### src/rtl/clk_duty_monitor.sv
// Measures high time and period of a clk-synchronous signal, flags stuck levels and counter overflow.
// Optional duty/period comparator enabled by defining DUTY_CHECK_EN.
module clk_duty_monitor #(
  parameter int CNT_W      = 16,
  parameter int TIMEOUT    = 1024,
  parameter int EXP_HIGH   = 3,
  parameter int EXP_PERIOD = 5,
  parameter int TOL        = 0
) (
  input  logic             clk,
  input  logic             rst,
  input  logic             en,
  input  logic             sig_in,
  output logic             meas_valid,
  output logic [CNT_W-1:0] high_cnt,
  output logic [CNT_W-1:0] period_cnt,
  output logic             ovf,
  output logic             stuck_hi,
  output logic             stuck_lo,
  output logic             duty_err
);

  localparam int AGE_W = $clog2(TIMEOUT + 1);
  localparam logic [1:0] S_IDLE = 2'd0;
  localparam logic [1:0] S_ARM  = 2'd1;
  localparam logic [1:0] S_HIGH = 2'd2;
  localparam logic [1:0] S_LOW  = 2'd3;
  localparam logic [CNT_W-1:0] CNT_MAX  = '1;
  localparam logic [AGE_W-1:0] AGE_LAST = AGE_W'(TIMEOUT - 1);

  logic [1:0]       state_q, state_d;
  logic             sig_d_q;
  logic [CNT_W-1:0] h_q, h_d, p_q, p_d;
  logic             sat_q, sat_d;
  logic [AGE_W-1:0] age_q, age_d;
  logic             mv_q, mv_d;
  logic [CNT_W-1:0] high_q, high_d, period_q, period_d;
  logic             ovf_q, ovf_d;
  logic             shi_q, shi_d, slo_q, slo_d;

  logic rise, fall, timeout, publish, do_timeout;

  assign rise    = sig_in & ~sig_d_q;
  assign fall    = ~sig_in & sig_d_q;
  // An edge in the expiry cycle resets the age and suppresses the stuck flag.
  assign timeout = ~(rise | fall) & (age_q == AGE_LAST);

  always_comb begin
    state_d    = state_q;
    h_d        = h_q;
    p_d        = p_q;
    sat_d      = sat_q;
    age_d      = (rise | fall) ? '0 : age_q + 1'b1;
    mv_d       = 1'b0;
    high_d     = high_q;
    period_d   = period_q;
    ovf_d      = ovf_q;
    shi_d      = shi_q;
    slo_d      = slo_q;
    publish    = 1'b0;
    do_timeout = 1'b0;

    if (!en) begin
      state_d = S_IDLE;
      h_d     = '0;
      p_d     = '0;
      sat_d   = 1'b0;
      age_d   = '0;
      ovf_d   = 1'b0;
      shi_d   = 1'b0;
      slo_d   = 1'b0;
    end else begin
      case (state_q)
        S_IDLE: begin
          state_d = S_ARM;
          h_d     = '0;
          p_d     = '0;
          sat_d   = 1'b0;
          age_d   = '0;
        end
        S_ARM: begin
          if (rise) begin
            state_d = S_HIGH;
            h_d     = CNT_W'(1);
            p_d     = CNT_W'(1);
            sat_d   = 1'b0;
          end else if (timeout) begin
            do_timeout = 1'b1;
          end
        end
        S_HIGH: begin
          if (fall) begin
            state_d = S_LOW;
            p_d     = (p_q == CNT_MAX) ? p_q : p_q + 1'b1;
            sat_d   = sat_q | (p_q == CNT_MAX);
          end else if (timeout) begin
            do_timeout = 1'b1;
          end else begin
            h_d   = (h_q == CNT_MAX) ? h_q : h_q + 1'b1;
            p_d   = (p_q == CNT_MAX) ? p_q : p_q + 1'b1;
            sat_d = sat_q | (h_q == CNT_MAX) | (p_q == CNT_MAX);
          end
        end
        default: begin // S_LOW
          if (rise) begin
            publish = 1'b1;
            state_d = S_HIGH;
            h_d     = CNT_W'(1);
            p_d     = CNT_W'(1);
            sat_d   = 1'b0;
          end else if (timeout) begin
            do_timeout = 1'b1;
          end else begin
            p_d   = (p_q == CNT_MAX) ? p_q : p_q + 1'b1;
            sat_d = sat_q | (p_q == CNT_MAX);
          end
        end
      endcase
    end

    if (do_timeout) begin
      state_d = S_ARM;
      age_d   = '0;
      h_d     = '0;
      p_d     = '0;
      sat_d   = 1'b0;
      if (sig_in) shi_d = 1'b1;
      else        slo_d = 1'b1;
    end

    if (publish) begin
      mv_d     = 1'b1;
      high_d   = h_q;
      period_d = p_q;
      ovf_d    = sat_q;
      shi_d    = 1'b0;
      slo_d    = 1'b0;
    end
  end

  always_ff @(posedge clk or posedge rst) begin
    if (rst) begin
      state_q  <= S_IDLE;
      sig_d_q  <= 1'b0;
      h_q      <= '0;
      p_q      <= '0;
      sat_q    <= 1'b0;
      age_q    <= '0;
      mv_q     <= 1'b0;
      high_q   <= '0;
      period_q <= '0;
      ovf_q    <= 1'b0;
      shi_q    <= 1'b0;
      slo_q    <= 1'b0;
    end else begin
      state_q  <= state_d;
      sig_d_q  <= sig_in;
      h_q      <= h_d;
      p_q      <= p_d;
      sat_q    <= sat_d;
      age_q    <= age_d;
      mv_q     <= mv_d;
      high_q   <= high_d;
      period_q <= period_d;
      ovf_q    <= ovf_d;
      shi_q    <= shi_d;
      slo_q    <= slo_d;
    end
  end

`ifdef DUTY_CHECK_EN
  logic        derr_q, derr_d;
  logic [31:0] h_dev, p_dev;

  always_comb begin
    h_dev = (32'(h_q) >= 32'(EXP_HIGH))   ? 32'(h_q) - 32'(EXP_HIGH)   : 32'(EXP_HIGH) - 32'(h_q);
    p_dev = (32'(p_q) >= 32'(EXP_PERIOD)) ? 32'(p_q) - 32'(EXP_PERIOD) : 32'(EXP_PERIOD) - 32'(p_q);
    derr_d = derr_q;
    if (!en)
      derr_d = 1'b0;
    else if (publish)
      derr_d = (h_dev > 32'(TOL)) | (p_dev > 32'(TOL)) | sat_q;
  end

  always_ff @(posedge clk or posedge rst) begin
    if (rst) derr_q <= 1'b0;
    else     derr_q <= derr_d;
  end

  assign duty_err = derr_q;
`else
  assign duty_err = 1'b0;
`endif

  assign meas_valid = mv_q;
  assign high_cnt   = high_q;
  assign period_cnt = period_q;
  assign ovf        = ovf_q;
  assign stuck_hi   = shi_q;
  assign stuck_lo   = slo_q;

endmodule

### config.mk
export PLATFORM = sky130hd
export DESIGN_NAME = clk_duty_monitor
export DESIGN_NICKNAME = d
export VERILOG_FILES = /design/src/rtl/clk_duty_monitor.sv
export SDC_FILE = /design/constraint.sdc
export NUM_CORES = 1
export LEC_CHECK = 0
export BUFFER_PORTS_ARGS = -buffer_cell sky130_fd_sc_hd__clkbuf_2
export CAP_MARGIN = 20
export CORE_MARGIN = 5
export CORE_UTILIZATION = 35
export DETAILED_ROUTE_END_ITERATION = 10
export GPL_TIMING_DRIVEN = 1
export REMOVE_ABC_BUFFERS = 1
export SLEW_MARGIN = 40
export SYNTH_ARGS = -nofsm -noshare
export SYNTH_HDL_FRONTEND = slang
export SYNTH_SLANG_ARGS = --single-unit
### constraint.sdc
create_clock -name clk -period 2.9 [get_ports clk]
set_input_delay 0.145 -clock clk [delete_from_list [all_inputs] [get_ports clk]]
set_output_delay 0.145 -clock clk [all_outputs]
set_load 0.03 [all_outputs]
==> results of run 1 <==
[placed cells by master, fill, tap and decap left out, types with 3 or more instances in the layout]
| master | count |
|---|---|
| o21ai_0 | 17 |
| xnor2_1 | 7 |
| buf_4 | 10 |
| a311oi_1 | 8 |
| or3_1 | 3 |
| ha_1 | 5 |
| nand4_1 | 9 |
| nand2_1 | 125 |
| dfrtp_1 | 83 |
| o211ai_1 | 4 |
| clkbuf_2 | 39 |
| o21ai_1 | 7 |
| xor2_1 | 3 |
| clkbuf_16 | 9 |
| a21o_1 | 4 |
| and3_1 | 14 |
| nand2b_1 | 3 |
| a31oi_1 | 19 |
| nand3_1 | 20 |
| a21oi_1 | 15 |
| nor2_1 | 41 |
| inv_1 | 10 |
| nor3_1 | 9 |
[worst paths after layout]
path | start | endpoint | slack [ns]
worst min-delay path | en | state_q[0] | 0.20
worst min register to register | high_cnt[8] | high_cnt[8] | 0.47
max in group asynchronous | rst | period_cnt[11] | 1.82
worst max register to register | sig_d_q | p_q[12] | 0.45
worst max-delay path | sig_in | p_q[12] | 0.31
min in group asynchronous | rst | age_q[7] | 0.34
[cell type report]
cell class / count / area share
clock buffer: 11 / 0.0504
tap: 143 / 0.0371
timing repair buffer: 51 / 0.0602
multi-input combinational: 354 / 0.399
inverter: 11 / 0.00883
sequential: 83 / 0.431
clock inverter: 5 / 0.0130
[power by group]
group	internal, mW	switching [mW]
clock network	0.694	0.466
registers	1.17	0.0106
logic	0.0357	0.102
total	1.90	0.578
[kinds of logic (layout without fill, tap and decap cells)]
family,after synthesis,count (layout),synth area share
AOI/OAI and AO/OA,102,102,0.168
xor gates and xnor gates,10,10,0.0211
adders and majority gates,5,5,0.0150
buffers and inverters,33,78,0.0394
DFF,83,83,0.499
muxes,1,1,0.00241
other,1,1,0.000902
and+or+nand+nor,235,235,0.254
[flip-flops by register name (all words and copies together) (netlist names), 2 cells and up]
name and flops:
h_q 16, high_cnt 16, p_q 16, period_cnt 16, age_q 11, state_q 2
[worst min-delay path: stages]
cell,delay (ns)
clkbuf_2,0.20
nand2_1,0.10
a21oi_1,0.04
[per-layer routing]
layer  GRT usage  vias to the layer above  wire length [um]
li1            -                     1740                 -
met1       0.200                     1692              4680
met2       0.217                      119              4280
met3      0.0393                       19               580
met4      0.0587                        0               218
met5           0                        -                 0
[stage by stage]
stage | cell area (sq um) | hold WS, ns | setup slack [ns]
after floorplan | 4040 | 0.176 | 0.424
after global placement | 4490 | 0.151 | 0.504
after global routing | 4820 | 0.190 | 0.162
final | 4820 | 0.197 | 0.307
after detailed placement | 4490 | 0.157 | 0.446
after CTS | 4820 | 0.179 | 0.315
[what timing repair did]
item / in CTS / in global routing
hold buffers: 2 / 0
setup buffers: 0 / 0
endpoints found under the hold margin: 26 / 0
==> flow_metrics.py, run 1 <==
metrics = {
    "job": {
        "maxCapViolCount": 0,
    },
    "placement": {
        "numPortBuffers": 39,
        "gp_congestion": 0.893,
        "hpwl_mm": 6.86,
        "place_inst": 640,
    },
    "sta": {
        "setup_tns_ns": 0,
        "tightest_slew_ns": 0.669,
        "post-route-min-period_ns": 2.59,
        "max_freq_ghz": 0.386,
        "period_share": 0.894,
        "hold_viol_final": 0,
        "relSlewSlack": 0.551,
        "slew_viol_final": 0,
        "setup_viol": 0,
        "skew_ns": 0.00869,
        "rsz0062_at_grt": "no",
    },
    "synthesis": {
        "synthArstFlopShare": 1.00,
        "ys_top_cells_by_area": "dfrtp_1 50%, nand2_1 11%, nor2_1 3.7%, a31oi_1 2.9%, nand3_1 2.4%",
        "syn_area_sq_um": 4160,
        "synth_cell_types": 57,
        "synth_most_common_cell": "nand2_1",
        "synthFlopType": "dfrtp_1",
        "synth_edf_count": 0,
        "yosys-top-cells-count": "125 x nand2_1, 83 x dfrtp_1, 41 x nor2_1, 20 x nand3_1, 19 x a31oi_1",
        "ys_seq_area_frac": 0.499,
        "yosys.area.top_type": "dfrtp_1",
        "yosysTopAreaCellShare": 0.499,
        "yosys_warnings": 0,
        "synth-seq-cells": 83,
        "syn_avg_cell_area_sq_um": 8.85,
        "syn_inst": 470,
    },
    "drt": {
        "first_iter_violations": 304,
        "drc": 0,
        "dr.pass1.iters": 7,
        "wirelength_mm": 9.75,
        "vias": 3570,
        "postRouteAntennaNets": 0,
        "viasPerCell": 5.43,
        "wire_per_inst_um": 14.8,
    },
    "min_path": {
        "holdPathStages": 3,
        "hold_path_class": "in2reg",
    },
    "cells_and_area": {
        "area.sequential_sq_um": 2080,
        "multi_input_area_sq_um": 1920,
        "drive_gt1_frac": 0.148,
        "antenna_cells": 0,
        "nets": 519,
        "syn2layout_area_growth_pct": 15.9,
        "fillers": 1143,
        "layout.cells.non_filler": 658,
        "fin_util": 0.418,
    },
    "setup_path": {
        "crit_type": "in2reg",
        "cp.required_ns": 3.12,
        "cp-start-kind": "input port",
        "path_delay_family": "simple AND/OR/NAND/NOR gates",
        "arrival_ns": 2.82,
        "worstRegToRegCells": 7,
        "critPathBufInv": 3,
        "slowest_delay_ns": 0.62,
        "endpoint_kind": "flip-flop",
        "crit_slowest_cell": "or4_4",
        "critical_path_depth": 10,
        "crit_fanout": 10,
        "path_cells": "dlygate4sd3_1 -> clkbuf_2 -> inv_1 -> ha_1 -> nand2b_1 -> or4_4 -> and3_1 -> nand2_2 -> o21ai_1 -> a22o_1",
    },
    "floorplanning": {
        "die_w_um": 119,
        "num_io_pins": 41,
        "coreArea_sq_um": 11500,
        "initial_core_util": 0.361,
        "dieArea_sq_um": 14200,
        "fp-row-count": 39,
        "die_h_um": 119,
    },
    "global_routing": {
        "grt_pass1_vias": 3460,
        "gr-usage-all-layers": 0.145,
        "antenna_found_initial": 0,
        "grt_max_degree": 32,
        "grt_pass1_wl_mm": 17.1,
        "overflow": 0,
    },
    "clock_network": {
        "post_cts_resize_count": 0,
        "cts_tree": "built",
        "cts.sinks": 83,
        "clk_latency_ns": 0.34,
        "cts_buffer_depth": 2,
        "clk_pin_slew_ns": 0.06,
        "h-tree-depth": 3,
        "cts_root_buf": "clkbuf_16",
        "cts-buffers-inserted": 9,
    },
    "pwr": {
        "irDropWorstVdd_uv": 279,
        "leakagePower_nw": 2.26,
        "totalPowerFinal_mw": 2.48,
        "power_density_nw_per_um2": 514,
    },
    "status": {
        "status": "finished, final reports clean",
    },
}
Note: power is estimated with default switching activity, not from simulation.
==> inputs of run 2 (changes only) <==
==> constraint.sdc (replaced) <==
create_clock -name clk -period 2.9 [get_ports clk]
set_input_delay 0.435 -clock clk [delete_from_list [all_inputs] [get_ports clk]]
set_output_delay 0.435 -clock clk [all_outputs]
set_load 0.03 [all_outputs]
==> run 2 against run 1 <==
Register-to-register slack improved by 0.04 ns. Global-route usage grew 0.14 points. Combinational power grew 4%. Die area is the same. Cell count is the same. Non-clock buffer count unchanged.
==> flow_metrics.py, run 2 (synthesis results as in run 1) <==
metrics = {
    "sta": {
        "tightest_slew_ns": 0.708,
        "slew_viol_final": 0,
        "rsz0062_at_grt": "no",
        "setup_tns_ns": 0,
        "setup_viol": 0,
        "relSlewSlack": 0.525,
        "skew_ns": 0.00645,
        "period_share": 0.831,
        "hold_viol_final": 0,
        "post-route-min-period_ns": 2.41,
        "max_freq_ghz": 0.415,
    },
    "pwr": {
        "leakagePower_nw": 2.28,
        "irDropWorstVdd_uv": 223,
        "power_density_nw_per_um2": 535,
    },
    "cells_and_area": {
        "fin_area_sq_um": 4860,
        "multi_input_area_sq_um": 1920,
        "antenna_cells": 0,
        "area.sequential_sq_um": 2080,
        "nets": 519,
        "fillers": 1185,
        "syn2layout_area_growth_pct": 16.8,
        "final_common_cell": "nand2_1",
        "drive_gt1_frac": 0.153,
        "final_cell_mix": "125 x nand2_1, 83 x dfrtp_1, 41 x nor2_1, 39 x clkbuf_2, 20 x nand3_1",
    },
    "drt": {
        "wire_per_inst_um": 15.0,
        "vias": 3528,
        "postRouteAntennaNets": 0,
        "wirelength_mm": 9.89,
        "viasPerCell": 5.36,
        "dr.pass1.iters": 5,
        "drc": 0,
        "first_iter_violations": 246,
    },
    "setup_path": {
        "cp.required_ns": 3.12,
        "endpoint_kind": "flip-flop",
        "arrival_ns": 2.63,
        "cp-start-kind": "flip-flop",
        "crit_type": "reg2reg",
        "crit_fanout": 9,
    },
    "global_routing": {
        "gr-usage-all-layers": 0.146,
        "grt_max_degree": 53,
        "grt_pass1_vias": 3475,
        "antenna_found_initial": 0,
        "grt_pass1_wl_mm": 17.2,
        "overflow": 0,
    },
    "floorplanning": {
        "die_h_um": 119,
        "num_io_pins": 41,
        "dieArea_sq_um": 14200,
        "initial_core_util": 0.361,
        "coreArea_sq_um": 11500,
        "fp-row-count": 39,
        "die_w_um": 119,
    },
    "clock_network": {
        "cts_tree": "built",
        "cts.sinks": 83,
        "cts_buffer_depth": 2,
        "clk_latency_ns": 0.34,
        "post-cts-setup-buffer-count": 0,
        "post_cts_resize_count": 0,
        "h-tree-depth": 3,
        "cts-buffers-inserted": 9,
        "clk_pin_slew_ns": 0.06,
        "cts_root_buf": "clkbuf_16",
        "ctsHoldBuffers": 0,
    },
    "placement": {
        "gp_congestion": 0.880,
        "place_area_sq_um": 4510,
        "hpwl_mm": 6.99,
        "numPortBuffers": 39,
    },
    "job": {
        "maxCapViolCount": 0,
    },
    "status": {
        "status": "finished, final reports clean",
    },
    "min_path": {
        "hold_path_class": "in2async",
    },
}
run 2: final cells by class:
cell class	count	share of cell area
clock inverters	3	0.0142
multi-input cells	354	0.396
flip-flops and latches	83	0.427
well taps	143	0.0368
clock buffers	13	0.0556
inverters	11	0.00875
repair buffers	51	0.0613
run 2: per-stage QoR:
stage | instances | hold slack [ns] | setup slack (ns) | utilization | power, mW
detailed placement | 642 | 0.463 | 0.283 | 0.392 | 1.34
global route | 658 | 0.164 | 0.361 | 0.422 | 2.70
CTS | 658 | 0.127 | 0.496 | 0.421 | 2.63
floorplan | 448 | 0.455 | 0.328 | - | 1.29
global placement | 642 | 0.457 | 0.316 | 0.392 | 1.34
finish | 658 | 0.110 | 0.491 | 0.422 | 2.60
run 2: worst max-delay path, cell delays in order, from the launching register on:
cell and delay [ns]:
dfrtp_1 0.38, ha_1 0.32, nand2b_1 0.10, or4_4 0.62, a22o_1 0.38, nand3_4 0.20, o21ai_2 0.07, a32o_1 0.21
run 2: power breakdown:
group	switching, mW	internal, mW	total [mW]
Sequential	0.0102	1.17	1.18
Combinational	0.104	0.0384	0.143
Clock	0.454	0.827	1.28
run 2: final timing paths:
check	startpoint	endpoint	slack, ns	cells after the start
max in group asynchronous	rst	p_q[7]	2.13	3
worst min register to register	high_cnt[2]	high_cnt[2]	0.47	2
worst min-delay path	rst	h_q[14]	0.11	2
worst max register to register	sig_d_q	p_q[1]	0.49	7
min in group clk	sig_in	sig_d_q	0.26	1
worst max-delay path	sig_d_q	p_q[1]	0.49	7
run 2: routing by layer:
metal	part of all wire	vias to the layer above	track usage	wire length (um)
met3	0.053	11	0.0389	522
met5	0	-	0	0
met1	0.49	1704	0.197	4820
met2	0.45	76	0.229	4440
met4	0.011	0	0.0521	106
li1	-	1737	-	-
